### src/rtl/ro_measure_sequencer.sv
// Ring-oscillator measurement sequencer: settle / gate window / resync per sample,
// accumulates 2^LOG2_NSAMP samples and strobes the sum for one cycle.
module ro_measure_sequencer #(
    parameter int CNT_W      = 16,
    parameter int LOG2_NSAMP = 2,
    parameter int SETTLE_CYC = 2,
    parameter int WINDOW_CYC = 1024,
    parameter int SYNC_CYC   = 2
) (
    input  logic                          clk,
    input  logic                          reset,
    input  logic                          start,
    input  logic                          cont_mode,
    input  logic                          abort,
    input  logic [CNT_W-1:0]              ro_count,
    output logic                          ro_en,
    output logic                          cnt_clear,
    output logic                          cnt_gate,
    output logic                          busy,
    output logic [CNT_W+LOG2_NSAMP-1:0]   sum,
    output logic                          sum_ready
);
    localparam int SW    = CNT_W + LOG2_NSAMP;
    localparam int NSAMP = 1 << LOG2_NSAMP;
    localparam int MAX_A = (SETTLE_CYC > WINDOW_CYC) ? SETTLE_CYC : WINDOW_CYC;
    localparam int MAXC  = (MAX_A > SYNC_CYC) ? MAX_A : SYNC_CYC;
    localparam int TW    = $clog2(MAXC + 1);
    localparam int IW    = (LOG2_NSAMP > 0) ? LOG2_NSAMP : 1;

    typedef enum logic [2:0] {IDLE, SETTLE, COUNT, CAPTURE, DONE} state_e;

    state_e        state_q, state_d;
    logic [TW-1:0] timer_q, timer_d;
    logic [IW-1:0] idx_q, idx_d;
    logic [SW-1:0] acc_q, acc_d;
    logic [SW-1:0] sum_q, sum_d;

    always_ff @(posedge clk or posedge reset) begin
        if (reset) begin
            state_q <= IDLE;
            timer_q <= '0;
            idx_q   <= '0;
            acc_q   <= '0;
            sum_q   <= '0;
        end else begin
            state_q <= state_d;
            timer_q <= timer_d;
            idx_q   <= idx_d;
            acc_q   <= acc_d;
            sum_q   <= sum_d;
        end
    end

    always_comb begin
        state_d = state_q;
        acc_d   = acc_q;
        idx_d   = idx_q;
        sum_d   = sum_q;
        case (state_q)
            IDLE:    if (start && !abort) state_d = SETTLE;
            SETTLE:  if (timer_q == TW'(SETTLE_CYC - 1)) state_d = COUNT;
            COUNT:   if (timer_q == TW'(WINDOW_CYC - 1)) state_d = CAPTURE;
            CAPTURE: begin
                if (timer_q == TW'(SYNC_CYC - 1)) begin
                    if (idx_q == IW'(NSAMP - 1)) begin
                        sum_d   = acc_q + SW'(ro_count);
                        acc_d   = '0;
                        idx_d   = '0;
                        state_d = DONE;
                    end else begin
                        acc_d   = acc_q + SW'(ro_count);
                        idx_d   = idx_q + 1'b1;
                        state_d = SETTLE;
                    end
                end
            end
            DONE:    state_d = cont_mode ? SETTLE : IDLE;
            default: state_d = IDLE;
        endcase
        // Abort wins over everything, including a capture that would publish a sum.
        if (abort && state_q != IDLE) begin
            state_d = IDLE;
            acc_d   = '0;
            idx_d   = '0;
            sum_d   = sum_q;
        end
        timer_d = (state_d != state_q) ? '0 : timer_q + 1'b1;
    end

    always_comb begin
        ro_en     = 1'b0;
        cnt_clear = 1'b0;
        cnt_gate  = 1'b0;
        sum_ready = 1'b0;
        case (state_q)
            SETTLE:  begin ro_en = 1'b1; cnt_clear = 1'b1; end
            COUNT:   begin ro_en = 1'b1; cnt_gate  = 1'b1; end
            DONE:    sum_ready = 1'b1;
            default: ;
        endcase
    end

    assign busy = (state_q != IDLE);
    assign sum  = sum_q;

endmodule

### config.mk
export PLATFORM = sky130hd
export DESIGN_NAME = ro_measure_sequencer
export DESIGN_NICKNAME = d
export VERILOG_FILES = /design/src/rtl/ro_measure_sequencer.sv
export SDC_FILE = /design/constraint.sdc
export NUM_CORES = 1
export LEC_CHECK = 0
export CORE_MARGIN = 2
export CORE_UTILIZATION = 47
export DETAILED_ROUTE_END_ITERATION = 8
export PLACE_DENSITY_LB_ADDON = 0.15
export SYNTH_ARGS = -nofsm -noshare
export SYNTH_HDL_FRONTEND = slang
export SYNTH_SLANG_ARGS = --single-unit
export TNS_END_PERCENT = 5
### constraint.sdc
create_clock -name clk -period 2.6 [get_ports clk]
set_clock_uncertainty 0.2 [all_clocks]
set_input_delay 0.52 -clock clk [delete_from_list [all_inputs] [get_ports clk]]
set_output_delay 0.52 -clock clk [all_outputs]
set_load 0.01 [all_outputs]
Word level (Yosys, flattened, before mapping) --
Cells that the tools add are included. W data, S select, Z words.
Operators by class: $add $sub $neg 3, equality and inequality tests 8, mux-type cells 21, bitwise operators 1, reduce and logical (&&, ||, !) cells 10
Operators by type and width (number):
- $mux W18 | 4
- $add A18 B16 Y18 | 1
- $mux W3 | 6
- $pmux W3 S5 | 1
- $add A11 B1 Y11 const B | 1
- $eq A11 B1 Y1 const B | 1
- $eq A11 B10 Y1 const B | 1
- $mux W11 | 1
- $mux W2 | 4
- $eq A3 B2 Y1 const B | 2
- $mux W1 | 5
- $reduce_and A4 Y1 | 1
- $reduce_bool A2 Y1 | 2
- $eq A3 B1 Y1 const B | 1
- $eq A3 B3 Y1 const B | 1
- $logic_not A3 Y1 | 1
- $ne A3 B3 Y1 | 1
- $reduce_bool A3 Y1 | 1
- $add A2 B1 Y2 const B | 1
- $eq A2 B2 Y1 const B | 1
- $logic_and A1 B1 Y1 | 2
- $reduce_and A2 Y1 | 1
- $reduce_or A2 Y1 | 1
- $logic_not A1 Y1 | 1
- $not A1 Y1 | 1
Word-level totals: register bits after elaboration 52, bits of input ports 21

Depth between registers and ports, before layout --
depth in word-level cells 7, gate-level depth with buffers 9, mapped depth without buffers 9

Worst setup path before layout --
OpenSTA, ideal clock, no wires.
path kind input -> register, start input ro_count[0], end register acc_q[8], library setup time 0.122 ns, arrival time 2.214 ns, required time 2.278 ns, slack 0.064 ns, stages 9, path through ha_1 > inv_1 > fa_1 > nor2b_1 > o2111ai_1 > a31oi_1 > o21ai_0 > a21o_1 > a32o_1
Between the ends: cells in the longest elaborated chain, start to end 5
Ends and longest elaborated chain:
- start: declaration | line 15 | input logic [CNT_W-1:0] ro_count,
- $add A18 B16 Y18 | line 71 | acc_d = acc_q + SW'(ro_count);
- $mux W18 | line 65 | if (idx_q == IW'(NSAMP - 1)) begin
- $mux W18 | line 64 | if (timer_q == TW'(SYNC_CYC - 1)) begin
- $mux W18 | line 59 | case (state_q)
- $mux W18 | line 81 | if (abort && state_q != IDLE) begin
- end signal: assignment | line 43 | acc_q <= '0;
- end signal: assignment | line 49 | acc_q <= acc_d;
- end: declaration | line 35 | logic [SW-1:0] acc_q, acc_d;
Every way passes these cells. The select of a mux whose other input is x is not followed. A chain may end at the register's enable or synchronous reset.

Worst setup path after layout --
start input ro_count[4], end register sum_q[15], in the netlist sum[15]
Between the ends: cells in the longest elaborated chain, start to end 1
Ends and longest elaborated chain:
- $add A18 B16 Y18 | line 66 | sum_d = acc_q + SW'(ro_count);
- end signal: assignment | line 50 | sum_q <= sum_d;
- end: declaration | line 36 | logic [SW-1:0] sum_q, sum_d;
Every way passes these cells.

==> impl_metrics.csv <==
group,metric,value,unit
floorplan,die-width,84.3,um
clock_tree,path_clk_slew,90,ps
power,pwr_density_cell,553,nW/um^2
critical_path,crit_fanout,5,
timing,fmax,0.390,GHz
detailed_routing,postRouteAntennaNets,0,
timing,rsz_0062_raised_after_global_routing,"yes",
floorplan,ios,44,
grt,grt_overflow,0,
cells_and_area,layout-drive-gt1-share,0.230,
cells_and_area,layout_commonest_cell,"dfrtp_1",
synth,syn-instance-count,309,
synth,synth_seq_area_share,0.430,
synth,synth.ff_latch_count,52,
clock_tree,clock_tree.htree_level_count,2,
placed_design,place.port_buffers,43,
power,p_comb_frac,0.360,
cells_and_area,post_route_insts_no_fill,469,
clock_tree,cts_sinks,52,
detailed_routing,post_drt_wl_per_cell,15.2,um
timing,relSlewSlack,0.729,
clock_tree,clk-insertion-delay-late,310,ps
critical_path,cp_slowest_cell,"clkdlybuf4s50_1",
grt,grt_pass1_vias,2649,
critical_path,crit_start,"ro_count[4]",
critical_path,r2r_cells,13,
floorplan,floorplan.initialDensity,0.483,
cells_and_area,num-fill-cells,507,
critical_path,worst_r2r_startpoint,"acc_q[0]$_DFFE_PP0P_",
timing,final_period_minus_worst_setup_slack,2570,ps
synth,ys.flop_type,"dfrtp_1",
grt,grt_util_all_layers,0.205,
critical_path,setup.worst_path.start_class,"primary input",
detailed_routing,drc,0,
cells_and_area,area_growth_syn_to_layout,35.6,%
power,power.sequential.fraction,0.398,
placed_design,gpl.final_weighted_congestion,0.948,
detailed_routing,wirelength,7.15,mm
power,net-switching-power,0.000746,W
critical_path,crit_type,"primary input to flip-flop",
clock_tree,cts_tree,"yes",
hold_path,holdCritPathClass,"flip-flop to flip-flop",
synth,post_synth_instance_area,3030,um^2
critical_path,worstPathArrival,2560,ps
timing,timing_worst_slew_pin_value,402,ps
power,swShare,0.328,
synth,asyncSetResetFlopFracSynth,1.00,
grt,grt_pass1_wl,11.9,mm
job,maxCapViolCount,0,
detailed_routing,vias_per_instance,5.52,
timing,timing.final.setup_violations,0,
grt,grt_start_max_net_pins,53,
critical_path,required,2590,ps
critical_path,crit_path_capture,"sum[15]$_DFFE_PP0P_",
clock_tree,clk_root_buffer_cell,"clkbuf_8",
detailed_routing,total_number_of_vias,2587,
critical_path,critPathMaxStageDelay,480,ps
placed_design,detailedPlacementHpwl,5.01,mm
synth,postSynthNetCount,350,
critical_path,type_of_destination_of_the_critical_path,"flip-flop",
timing,maxSlewViolCount,0,
timing,final.period_utilization,0.987,
status,outcome,"finished clean",
floorplan,floorplan.die.height,84.3,um
grt,antenna_found_initial,0,
critical_path,regToRegSetupSlack,190,ps
cells_and_area,layout_common_cells,"52 x dfrtp_1, 43 x buf_4, 40 x clkdlybuf4s50_1",
synth,synth-edff-count,0,
placed_design,post-place-cells,453,
timing,finalHoldViolations,0,
clock_tree,cts-buffers-inserted,5,
timing,hold_slack,285,ps
grt,grt_busiest_layer,"met2",
grt,grt_util_met2,0.344,
synth,ys.warnings.count,0,
floorplan,core_area,6280,um^2
cells_and_area,nets,432,
power,power.clock.fraction,0.242,
power,intPower,0.00153,W
cells_and_area,antenna-diode-count,0,
critical_path,worstPathCellList,"clkdlybuf4s50_1, ha_4, o211ai_1, o21a_2, o31a_1, o21ai_1, xor2_1, mux2_2",
detailed_routing,detailedRoute.firstIterationViolations,84,
clock_tree,cts-root-to-sink-buffers,2,
power,leakage,1.92,nW
floorplan,die_area,7100,um^2
synth,synth.avg_cell_area,9.80,um^2
power,worst_ir_drop_on_vdd,0.489,mV
grt,grt_util_met1,0.265,
synth,synth.distinct_cells,50,
critical_path,r2r_end,"acc_q[4]$_DFFE_PP0P_",
detailed_routing,drt-pass1-iter-count,4,
floorplan,placementRows,29,
hold_path,min-delay-start,"sum[4]$_DFFE_PP0P_",
grt,use_met3,0.0442,
-- flip-flops by register name (all words and copies together), names as in the netlist --
register	cells
acc_q	18
idx_q	2
state_q	3
sum	18
timer_q	11
-- final cells by class --
cell class / instances / area [um^2] / area share
flip-flops and latches: 52 / 1300 / 0.317
repair buffers: 90 / 832 / 0.202
well taps: 77 / 96.3 / 0.0234
clock buffers: 6 / 72.6 / 0.0177
clock inverters: 2 / 35.0 / 0.00853
multi-input cells: 229 / 1720 / 0.419
inverters: 13 / 48.8 / 0.0119
-- critical path, delay by kind of cell --
family	cells	cell delay [ps]
mux	1	270
fa+ha+maj	1	310
xor+xnor	1	110
buf+inv	1	480
compound gates	4	870
-- routing by layer --
| metal | part of all wire | vias to the layer above | routed length [um] |
|---|---|---|---|
| met5 | 0 | - | 0 |
| met4 | 0.020 | 0 | 141 |
| met3 | 0.043 | 12 | 305 |
| met2 | 0.48 | 49 | 3430 |
| met1 | 0.46 | 1254 | 3270 |
| li1 | - | 1272 | - |
-- how the worst min path moves through the flow --
| stage | end | slack [ps] | cells after the start |
|---|---|---|---|
| after detailed placement | sum[4]$_DFFE_PP0P_ | 270 | 2 |
| final | sum[4]$_DFFE_PP0P_ | 290 | 2 |
| after global placement | sum[5]$_DFFE_PP0P_ | 260 | 2 |
| after global routing | sum[4]$_DFFE_PP0P_ | 320 | 2 |
| after floorplan | acc_q[6]$_DFFE_PP0P_ | 250 | 2 |
| after CTS | sum[4]$_DFFE_PP0P_ | 290 | 2 |
-- Yosys cell counts, drive strengths merged (2+ instances only) --
| cell type | instances | share of area |
|---|---|---|
| dfrtp | 52 | 0.43 |
| nand2 | 31 | 0.038 |
| nor2 | 20 | 0.025 |
| ha | 19 | 0.078 |
| a21oi | 17 | 0.028 |
| xnor2 | 17 | 0.049 |
| o21ai | 15 | 0.025 |
| inv | 13 | 0.016 |
| a22o | 12 | 0.035 |
| clkbuf | 9 | 0.011 |
| mux2 | 9 | 0.033 |
| nand3 | 9 | 0.015 |
| xor2 | 8 | 0.023 |
| a21o | 7 | 0.017 |
| a31oi | 6 | 0.017 |
| buf | 6 | 0.012 |
| nand4 | 6 | 0.012 |
| nor3 | 6 | 0.0099 |
| o21a | 4 | 0.0099 |
| o31ai | 4 | 0.0099 |
| nand2b | 3 | 0.0062 |
| nor2b | 3 | 0.0062 |
| o211ai | 3 | 0.0091 |
| or3 | 3 | 0.0062 |
| a211oi | 2 | 0.0050 |
| a32o | 2 | 0.0066 |
| and3 | 2 | 0.0041 |
| nor3b | 2 | 0.0050 |
| o31a | 2 | 0.0058 |
| or2 | 2 | 0.0041 |
-- cell families (layout without fill, tap and decap cells) --
group	count (synthesis)	count (layout)	synth area share
flip-flops	52	52	0.430
adder cells (fa/ha/maj)	20	20	0.0851
AND/OR/NAND/NOR	93	93	0.149
XOR/XNOR	25	25	0.0723
multiplexers	9	9	0.0335
buffers and inverters	28	111	0.0388
AO/OA/AOI/OAI	82	82	0.192
-- stage by stage --
step	cell area (um^2)	utilization	total power, W	TNS [ps]	setup WS, ps
after floorplan	3030	-	0.00142	0	64.2
after global placement	3820	0.608	0.00167	-8310	-451
after detailed placement	3820	0.608	0.00169	-9340	-525
after CTS	3990	0.635	0.00224	-226	-61.0
after global routing	4110	0.655	0.00241	-74.2	-42.1
final	4110	0.655	0.00227	0	32.8
-- power by group through the flow --
| stage | clock network [W] | registers, W | logic, W |
|---|---|---|---|
| finish | 0.000550 | 0.000905 | 0.000818 |
| global route | 0.000593 | 0.000915 | 0.000904 |
| CTS | 0.000562 | 0.000905 | 0.000775 |
| detailed placement | 0 | 0.000920 | 0.000767 |
| global placement | 0 | 0.000918 | 0.000753 |
| floorplan | 0 | 0.000913 | 0.000511 |
-- repair_timing --
| item | 4_1_cts | 5_1_grt |
|---|---|---|
| setup buffers | 5 | 3 |
| pin swaps | 5 | 7 |
| hold buffers | 0 | 0 |
| gates resized for setup | 8 | 22 |
| endpoints found under the setup margin | 12 | 28 |
Note: power is estimated with default switching activity, not from simulation.
